### config.mk
export PLATFORM = sky130hd
export DESIGN_NAME = vga_sync_rx
export DESIGN_NICKNAME = d
export VERILOG_FILES = /design/src/rtl/vga_pkg.sv /design/src/rtl/vga_sync_edge.sv /design/src/rtl/vga_sync_rx.sv
export SDC_FILE = /design/constraint.sdc
export NUM_CORES = 1
export LEC_CHECK = 0
export CAP_MARGIN = 30
export CORE_MARGIN = 10
export CORE_UTILIZATION = 25
export DETAILED_ROUTE_END_ITERATION = 6
export GPL_TIMING_DRIVEN = 0
export PLACE_DENSITY_LB_ADDON = 0.2
export SYNTH_ARGS = -nofsm -noshare
export SYNTH_HDL_FRONTEND = slang
export SYNTH_SLANG_ARGS = --single-unit
### constraint.sdc
create_clock -name clk -period 7.7 [get_ports clk]
set_clock_uncertainty 0.2 [all_clocks]
set_input_delay 1.155 -clock clk [delete_from_list [all_inputs] [get_ports clk]]
set_output_delay 1.155 -clock clk [all_outputs]
set_load 0.02 [all_outputs]
### src/rtl/vga_pkg.sv
// rtl/vga_pkg.sv - shared receiver state type and 640x480 reference timing
package vga_pkg;

   typedef enum logic [1:0] {
      SEARCH  = 2'd0,
      MEASURE = 2'd1,
      LOCKED  = 2'd2
   } rx_state_t;

   localparam int H_TOTAL_640  = 800;
   localparam int H_ACTIVE_640 = 640;
   localparam int H_SYNC_640   = 96;
   localparam int V_TOTAL_640  = 525;
   localparam int V_ACTIVE_640 = 480;

endpackage

### src/rtl/vga_sync_edge.sv
// rtl/vga_sync_edge.sv - pix_en-qualified rise/fall detector against the previous sample
module vga_sync_edge #(
   parameter logic RESET_VAL = 1'b0
) (
   input  logic clk,
   input  logic rst,
   input  logic pix_en_i,
   input  logic sig_i,
   output logic rise_o,
   output logic fall_o
);

   logic prev_q;

   always_ff @(posedge clk or posedge rst) begin
      if (rst) begin
         prev_q <= RESET_VAL;
      end else if (pix_en_i) begin
         prev_q <= sig_i;
      end
   end

   assign rise_o = pix_en_i & sig_i & ~prev_q;
   assign fall_o = pix_en_i & ~sig_i & prev_q;

endmodule

### src/rtl/vga_sync_rx.sv
// rtl/vga_sync_rx.sv - video timing receiver: measures sync/DE timing, locks, recovers pixel position
module vga_sync_rx
   import vga_pkg::*;
#(
   parameter int HPOS_WIDTH  = 10,
   parameter int VPOS_WIDTH  = 10,
   parameter int LOCK_FRAMES = 2
) (
   input  logic                  clk,
   input  logic                  rst,
   input  logic                  pix_en,
   input  logic                  hsync_n,
   input  logic                  vsync_n,
   input  logic                  de,
   output logic [HPOS_WIDTH-1:0] hpos,
   output logic [VPOS_WIDTH-1:0] vpos,
   output logic                  de_out,
   output logic [HPOS_WIDTH-1:0] h_total,
   output logic [HPOS_WIDTH-1:0] h_active,
   output logic [HPOS_WIDTH-1:0] h_sync,
   output logic [VPOS_WIDTH-1:0] v_total,
   output logic [VPOS_WIDTH-1:0] v_active,
   output logic                  locked,
   output logic                  frame_start,
   output logic                  err
);

   localparam int HW = HPOS_WIDTH;
   localparam int VW = VPOS_WIDTH;
   localparam int FW = 3 * HW + 2 * VW;
   localparam logic [HW-1:0] H_MAX = '1;
   localparam logic [VW-1:0] V_MAX = '1;

   function automatic logic [HW-1:0] h_inc(input logic [HW-1:0] v);
      return (v == H_MAX) ? v : v + HW'(1);
   endfunction

   function automatic logic [VW-1:0] v_inc(input logic [VW-1:0] v);
      return (v == V_MAX) ? v : v + VW'(1);
   endfunction

   logic h_rise, h_fall, v_fall, v_rise_unused, de_rise, de_fall;

   vga_sync_edge #(.RESET_VAL(1'b1)) u_hs_edge (
      .clk(clk), .rst(rst), .pix_en_i(pix_en), .sig_i(hsync_n), .rise_o(h_rise), .fall_o(h_fall));
   vga_sync_edge #(.RESET_VAL(1'b1)) u_vs_edge (
      .clk(clk), .rst(rst), .pix_en_i(pix_en), .sig_i(vsync_n), .rise_o(v_rise_unused), .fall_o(v_fall));
   vga_sync_edge #(.RESET_VAL(1'b0)) u_de_edge (
      .clk(clk), .rst(rst), .pix_en_i(pix_en), .sig_i(de), .rise_o(de_rise), .fall_o(de_fall));

   rx_state_t     state_q;
   logic [3:0]    match_cnt_q, match_nx;
   logic          ref_valid_q, de_out_q, frame_start_q, err_q;
   logic [HW-1:0] line_cnt_q, line_cnt_d, hs_cnt_q, hs_cnt_d, de_cnt_q, de_cnt_d, hpos_q, hpos_d;
   logic [HW-1:0] cur_htot_q, cur_hsync_q, cur_hact_q;
   logic [VW-1:0] v_cnt_q, v_cnt_d, vde_cnt_q, vde_cnt_d, vpos_q, vpos_d;
   logic [FW-1:0] ref_q, lock_q, frame_vec;
   logic          timeout, line_bad, sync_bad, frame_ok;

   always_comb begin
      line_cnt_d = line_cnt_q;
      hs_cnt_d   = hs_cnt_q;
      de_cnt_d   = de_cnt_q;
      hpos_d     = hpos_q;
      v_cnt_d    = v_cnt_q;
      vde_cnt_d  = vde_cnt_q;
      vpos_d     = vpos_q;
      if (pix_en) begin
         line_cnt_d = h_fall ? HW'(1) : h_inc(line_cnt_q);
         if (v_fall && state_q == SEARCH) line_cnt_d = h_fall ? HW'(1) : '0;
         if (!hsync_n) hs_cnt_d = h_fall ? HW'(1) : h_inc(hs_cnt_q);
         if (de) de_cnt_d = de_rise ? HW'(1) : h_inc(de_cnt_q);
         hpos_d = de_rise ? '0 : h_inc(hpos_q);
      end
      if (v_fall) v_cnt_d = '0;
      else if (h_fall) v_cnt_d = v_inc(v_cnt_q);
      if (v_fall) vde_cnt_d = '0;
      else if (de_rise) vde_cnt_d = v_inc(vde_cnt_q);
      if (de_rise) vpos_d = vde_cnt_q;
      // A line ending on the same sample as vsync belongs to the frame that is closing
      frame_vec = {h_fall ? line_cnt_q : cur_htot_q,
                   de_fall ? de_cnt_q : cur_hact_q,
                   h_rise ? hs_cnt_q : cur_hsync_q,
                   h_fall ? v_inc(v_cnt_q) : v_cnt_q,
                   vde_cnt_q};
   end

   assign {h_total, h_active, h_sync, v_total, v_active} = lock_q;

   assign match_nx = match_cnt_q + 4'd1;
   assign timeout  = pix_en && (line_cnt_q == H_MAX);
   assign line_bad = h_fall && (line_cnt_q != h_total);
   assign sync_bad = h_rise && (hs_cnt_q != h_sync);
   assign frame_ok = !ref_valid_q || (frame_vec == ref_q);

   always_ff @(posedge clk or posedge rst) begin
      if (rst) begin
         line_cnt_q    <= '0;
         hs_cnt_q      <= '0;
         de_cnt_q      <= '0;
         hpos_q        <= '0;
         v_cnt_q       <= '0;
         vde_cnt_q     <= '0;
         vpos_q        <= '0;
         cur_htot_q    <= '0;
         cur_hsync_q   <= '0;
         cur_hact_q    <= '0;
         de_out_q      <= 1'b0;
         frame_start_q <= 1'b0;
      end else begin
         line_cnt_q    <= line_cnt_d;
         hs_cnt_q      <= hs_cnt_d;
         de_cnt_q      <= de_cnt_d;
         hpos_q        <= hpos_d;
         v_cnt_q       <= v_cnt_d;
         vde_cnt_q     <= vde_cnt_d;
         vpos_q        <= vpos_d;
         frame_start_q <= v_fall;
         if (pix_en) de_out_q <= de;
         if (h_fall) cur_htot_q <= line_cnt_q;
         if (h_rise) cur_hsync_q <= hs_cnt_q;
         if (de_fall) cur_hact_q <= de_cnt_q;
      end
   end

   // The first frame measured after SEARCH has nothing to compare against and seeds the reference
   always_ff @(posedge clk or posedge rst) begin
      if (rst) begin
         state_q     <= SEARCH;
         match_cnt_q <= '0;
         ref_valid_q <= 1'b0;
         ref_q       <= '0;
         lock_q      <= '0;
         err_q       <= 1'b0;
      end else begin
         err_q <= 1'b0;
         if (pix_en) begin
            case (state_q)
               SEARCH: begin
                  if (v_fall) begin
                     state_q     <= MEASURE;
                     match_cnt_q <= '0;
                     ref_valid_q <= 1'b0;
                  end
               end
               MEASURE: begin
                  if (timeout) begin
                     state_q <= SEARCH;
                  end else if (v_fall) begin
                     ref_q       <= frame_vec;
                     ref_valid_q <= 1'b1;
                     if (frame_ok) begin
                        match_cnt_q <= match_nx;
                        if (match_nx >= 4'(LOCK_FRAMES)) begin
                           state_q <= LOCKED;
                           lock_q  <= frame_vec;
                        end
                     end else begin
                        match_cnt_q <= '0;
                     end
                  end
               end
               LOCKED: begin
                  if (timeout || line_bad || sync_bad || (v_fall && frame_vec != lock_q)) begin
                     err_q   <= 1'b1;
                     state_q <= SEARCH;
                  end
               end
               default: state_q <= SEARCH;
            endcase
         end
      end
   end

   assign hpos        = hpos_q;
   assign vpos        = vpos_q;
   assign de_out      = de_out_q;
   assign locked      = (state_q == LOCKED);
   assign frame_start = frame_start_q;
   assign err         = err_q;

endmodule

======== After elaboration in Yosys (flattened, before gate mapping) ========
Cells that the tools add are included.
operators by class
  add/sub/neg operators ................... 7
  magnitude comparators ................... 1
  eq/ne operators ......................... 24
  mux-type cells .......................... 38
  bitwise gates (word level) .............. 16
  reduce and logical (&&, ||, !) cells .... 22
operator list
  operator                                                           number
  two-way mux 10 bit                                                 18
  adder 10 x 1 -> 10 bit, second input constant                      6
  equality test 10 bit, second input constant                        6
  equality test 50 bit                                               1
  != test 50 bit                                                     1
  != test 10 bit                                                     2
  two-way mux 4 bit                                                  4
  != test 2 bit, second input constant                               7
  two-way mux 2 bit                                                  6
  AND reduction 6 bit                                                2
  bitwise AND 1 bit                                                  10
  != test 3 bit, second input constant                               3
  one-hot mux 4 bit (2 select lines)                                 1
  two-way mux 1 bit                                                  7
  NOT 1 bit                                                          6
  one-hot mux 2 bit (3 select lines)                                 1
  AND reduction 2 bit                                                3
  AND reduction 3 bit                                                2
  logical AND 1 bit                                                  5
  AND reduction 5 bit                                                1
  adder 4 x 1 -> 4 bit, second input constant                        1
  greater-or-equal comparator 4 x 2 -> 1 bit, second input constant  1
  logical OR 1 bit                                                   4
  AND reduction 4 bit                                                1
  8 further kinds                                                    9
storage, ports and cells
  bits in registers ....................... 212
  input port bits ......................... 6
  output and inout port bits .............. 74
  logic and storage cells ................. 128

======== Longest topological paths before layout ========
  depth in word-level cells ............... 10
  mapped depth ............................ 12
  mapped depth without buffers ............ 9

======== Modules after synthesis ========
From an unflattened synthesis, not the netlist that was laid out.
second synthesis, totals
  cells, all modules ...................... 998
  area, all modules ....................... 10651.5 µm²
by module, submodules not included
  module                         times used  cells an instance  area each (µm²)  seq. area each (µm²)
  vga_sync_rx                    1           983                10457.5          5255.0
  vga_sync_edge (u_hs_edge ...)  2           5                  65.1             26.3
  vga_sync_edge (u_de_edge)      1           5                  63.8             25.0

======== Worst setup path after synthesis ========
No wires, ideal clock.
  path type ............................... input to register
  start ................................... input hsync_n
  end ..................................... register lock_q[23]
  library setup time ...................... 0.128 ns
  arrival ................................. 3.665 ns
  required time ........................... 7.372 ns
  path slack .............................. 3.708 ns
  stages on the path ...................... 10
  path buffers ............................ 2
  cells stage by stage .................... buf_2 > nand3b_1 > or4_1 > o21ai_1 > o221a_1 > nand4_1 > o41ai_4 > nand3b_2 > buf_6 > mux2_1
between the ends
  cells in the longest elaborated chain, start to end .. 7
  elaborated cells between the ends (all ways) .. 11
  those cells by class .................... eq/ne: 1; mux: 3; bitwise: 5; reduce/logical: 2
RTL lines
  item                                   RTL line             RTL
  start: declaration                     vga_sync_rx.sv:12    input logic hsync_n,
  NOT 1 bit (no line)                    n/a
  bitwise AND 1 bit (2 in series)        vga_sync_edge.sv:24  assign fall_o = pix_en_i & ~sig_i & prev_q;
  two-way mux 10 bit (on tied branches)  n/a
  equality test 50 bit                   vga_sync_rx.sv:94    assign frame_ok = !ref_valid_q || (frame_vec == ref_q);
  logical OR 1 bit                       vga_sync_rx.sv:94
  AND reduction 6 bit (no line)          n/a
  end signal: assignment                 vga_sync_rx.sv:156   lock_q <= frame_vec;
  end: declaration                       vga_sync_rx.sv:57    logic [FW-1:0] ref_q, lock_q, frame_vec;
Parallel ways exist; a longest one is shown, timed or not.
A chain may end at the register's enable or synchronous reset.

======== Worst setup path in the final report ========
  start ................................... input pix_en
  end ..................................... register lock_q[20]
between the ends
  cells in the longest elaborated chain, start to end .. 6
  elaborated cells between the ends (all ways) .. 17
  those cells by class .................... eq/ne: 1; mux: 4; bitwise: 9; reduce/logical: 3
RTL lines
  item                                                RTL line                                  RTL
  start: declaration                                  vga_sync_rx.sv:11                         input logic pix_en,
  bitwise AND 1 bit (on tied branches) (2 in series)  vga_sync_edge.sv:24, vga_sync_edge.sv:23
  two-way mux 10 bit (on tied branches)               n/a
  equality test 50 bit                                vga_sync_rx.sv:94
  logical OR 1 bit                                    vga_sync_rx.sv:94
  AND reduction 6 bit (no line)                       n/a
Parallel ways exist; a longest one is shown, timed or not.

==> impl_metrics.yaml <==
outcome:
  outcome: "completed"
yosys:
  ys_seq_elements: 212
  synth_top_cell_by_area: "dfrtp_1"
  yosysUniqueCellTypes: 84
  async_reset_ff_share_pct: 100
  yosys_warnings: 0
  synthCells: 1195
  yosysTopAreaCellShare_pct: 45.3
  synth.cell_area_mm2: 0.0116
  synth-seq-area-share_pct: 45.8
  synth_flop_cell: "dfrtp_1"
  syn_nets: 1209
  ys_top_cells_by_area: "dfrtp_1 45%, xor2_1 6.5%, nand2_1 4.0%"
  synth-edff-count: 0
  syn_area_per_cell_um2: 9.71
place:
  port-buffer-count: 78
  dp_hpwl_um: 30700
  gp_congestion: 0.910
  pre_cts_ws_ns: 1.93
cts:
  cts.sinks: 212
  cts_tree: "built"
  clk_latency_ns: 0.57
  clk_pin_slew_ns: 0.06
  max-clock-path-buffers: 3
  cts_made_buffers: 27
  post_cts_resized: 0
  hold_buffers: 0
  post-cts-setup-buffers: 0
  root_buffer: "clkbuf_16"
  htree_num_levels: 1
global_routing:
  grt_pass1_vias: 9599
  grt_max_degree: 119
  grt-ovfl-total: 0
  antenna_found_initial: 0
  grt_pass1_wl_um: 62100
  track_usage_pct: 14.2
critical_path:
  critPathMaxStageDelay_ns: 0.56
  critPathLaunchType: "primary input"
  crit_required_ns: 7.93
  crit_top_cell: "buf_2"
  crit_chain: "clkdlybuf4s50_1 -> nand3b_1 -> buf_2 -> buf_2 -> nand2_1 -> a32o_1 -> nor4_1 -> nand4_1 -> o41ai_4 -> nand3b_2 -> buf_6 -> mux2_1"
  cp.arrival_ns: 5.53
  worstSetupPathType: "in -> reg"
  critical-path-slowest-cell: "clkdlybuf4s50_1"
  end_kind: "flip-flop"
  worstPathMaxFanout: 10
routing:
  vias: 9464
  drt-initial-drc-count: 686
  viasPerCell: 4.92
  routed_wirelength_um: 40800
  wl_per_cell_um: 21.2
  drc: 0
  first_pass_iters: 7
  final_antenna_net_count: 0
layout:
  multi_input_area_mm2: 0.00569
  regArea_mm2: 0.00531
  drive_above_1_share_pct: 7.63
  area_growth_pct: 21.0
  fin_util_pct: 30.7
  fill_cells: 4830
  nets: 1317
min_path:
  worstHoldPathType: "reg -> reg"
timing:
  drv_slew: 0
  timing.final.setup_violations: 0
  post-route-period-util_pct: 68.9
  maxSlewHeadroom_pct: 26.7
  fmax_mhz: 189
  rsz0062_at_grt: "false"
  worstMarginPinSlew_ns: 1.09
  finalHoldViolCount: 0
  layout_setup_ws_ns: 2.40
  post-route-min-period_ns: 5.30
pwr:
  p_per_area_mw_per_mm2: 319
  power.leakage_nw: 6.57
  peakVddDrop_mv: 0.205
die:
  rows: 78
  die-area_mm2: 0.0554
  start_util_pct: 25.4
  design.portCount: 80
  die-height_um: 235
  core-area_mm2: 0.0457
  die_w_um: 235
run:
  drv_cap: 0
[cell usage after synthesis, types with 7 or more instances]
cell type / count
dfrtp_1: 210
nand2_1: 125
xor2_1: 86
inv_1: 79
o21ai_0: 71
nor2_1: 64
clkbuf_1: 47
mux2i_1: 45
xnor2_1: 42
a21oi_1: 36
nand3_1: 33
mux2_1: 31
nand4_1: 25
nor4_1: 22
buf_2: 18
mux2_2: 18
nor3_1: 18
nor2b_1: 17
o22ai_1: 16
or3_1: 15
a211oi_1: 9
a2111oi_0: 8
ha_1: 8
o211ai_1: 8
o221ai_1: 8
and3_1: 7
o21ai_1: 7
[registers in the layout (all words and copies together), names as in the netlist]
signal	count
u_de_edge.prev_q	1
ref_q	50
frame_start	1
vpos	10
de_cnt_q	10
vde_cnt_q	10
v_cnt_q	10
cur_htot_q	10
cur_hsync_q	10
match_cnt_q	4
u_vs_edge.prev_q	1
u_hs_edge.prev_q	1
ref_valid_q	1
cur_hact_q	10
lock_q	50
hs_cnt_q	10
hpos	10
state_q	2
err	1
line_cnt_q	10
[worst paths after layout]
kind                             startpoint         end  slack, ns  cells past startpoint
max                                  pix_en  lock_q[20]       2.40                     12
min reg2reg                        ref_q[9]    ref_q[9]       0.29                      2
max reg2reg                u_hs_edge.prev_q  lock_q[20]       3.17                     10
min                                ref_q[9]    ref_q[9]       0.29                      2
min in group asynchronous               rst     hpos[4]       0.89                      2
max in group asynchronous               rst  lock_q[18]       5.33                      3
[metal layers]
layer  global-route usage, %  share of wire, %  vias to the layer above
li1                        -                 -                     4445
met1                    19.5                47                     4715
met2                    22.3                46                      254
met3                    2.93               5.4                       50
met4                    3.54               2.2                        0
met5                       0                 0                        -
[cell type report]
class / instances / share of cell area (%)
antenna: 1 / 0.0178
buffer: 70 / 2.20
clock buffer: 42 / 5.71
clock inverter: 8 / 0.463
inverter: 79 / 2.17
multi-input combinational: 834 / 40.5
sequential: 212 / 37.8
tap: 600 / 5.35
timing repair buffer: 79 / 5.76
[report_power, final]
part / internal, mW / switching, mW / leakage (nW) / total, mW
Sequential: 1.33 / 0.264 / 2.84 / 1.59
Combinational: 0.660 / 0.987 / 3.30 / 1.65
Clock: 0.719 / 0.515 / 0.427 / 1.23
Total: 2.71 / 1.77 / 6.57 / 4.47
[layout by cell type, fill, tap and decap left out, types with 5 or more instances in the layout]
| cell type | instances |
|---|---|
| dfrtp_1 | 210 |
| nand2_1 | 125 |
| xor2_1 | 86 |
| inv_1 | 78 |
| clkdlybuf4s50_1 | 78 |
| o21ai_0 | 71 |
| nor2_1 | 64 |
| clkbuf_1 | 55 |
| mux2i_1 | 45 |
| xnor2_1 | 42 |
| a21oi_1 | 36 |
| nand3_1 | 33 |
| mux2_1 | 31 |
| clkbuf_16 | 27 |
| nand4_1 | 25 |
| nor4_1 | 22 |
| nor3_1 | 18 |
| buf_2 | 18 |
| mux2_2 | 18 |
| nor2b_1 | 17 |
| o22ai_1 | 16 |
| or3_1 | 15 |
| a211oi_1 | 9 |
| a2111oi_0 | 8 |
| o211ai_1 | 8 |
| o221ai_1 | 8 |
| ha_1 | 8 |
| and3_1 | 7 |
| o21ai_1 | 7 |
| clkbuf_8 | 7 |
| o21a_1 | 6 |
| a31oi_1 | 6 |
| a221oi_1 | 6 |
| and4_1 | 5 |
[cell families (layout without fill, tap and decap cells)]
logic type      count (synthesis)  after routing  synth area share [%]
simple gates                  368            368                  15.9
compound gates                234            234                  13.5
xor+xnor                      129            129                  9.86
flops                         212            212                  45.8
mux                            95             95                  8.83
fa+ha+maj                       8              8                 0.863
other cells                     0              1                     0
buf+inv                       149            278                  5.22
[worst max-delay path, delay by kind of cell]
kind / cells / cell delay [ns]
AOI/OAI and AO/OA: 2 / 0.79
buffers and inverters: 4 / 1.65
muxes: 1 / 0.32
and+or+nand+nor: 5 / 1.58
[stage by stage]
stage                     instance area [um^2]  setup TNS (ns)  power, mW  cells  hold WS (ns)
after floorplan                          11600               0       2.54   1195         0.266
after global placement                   13100         -612.87       3.26   1873         0.283
after detailed placement                 13200               0       3.26   1874         0.283
after CTS                                14000               0       4.52   1924         0.298
after global routing                     14000               0       4.73   1924         0.318
final                                    14000               0       4.47   1925         0.294
Note: power is estimated with default switching activity, not from simulation.
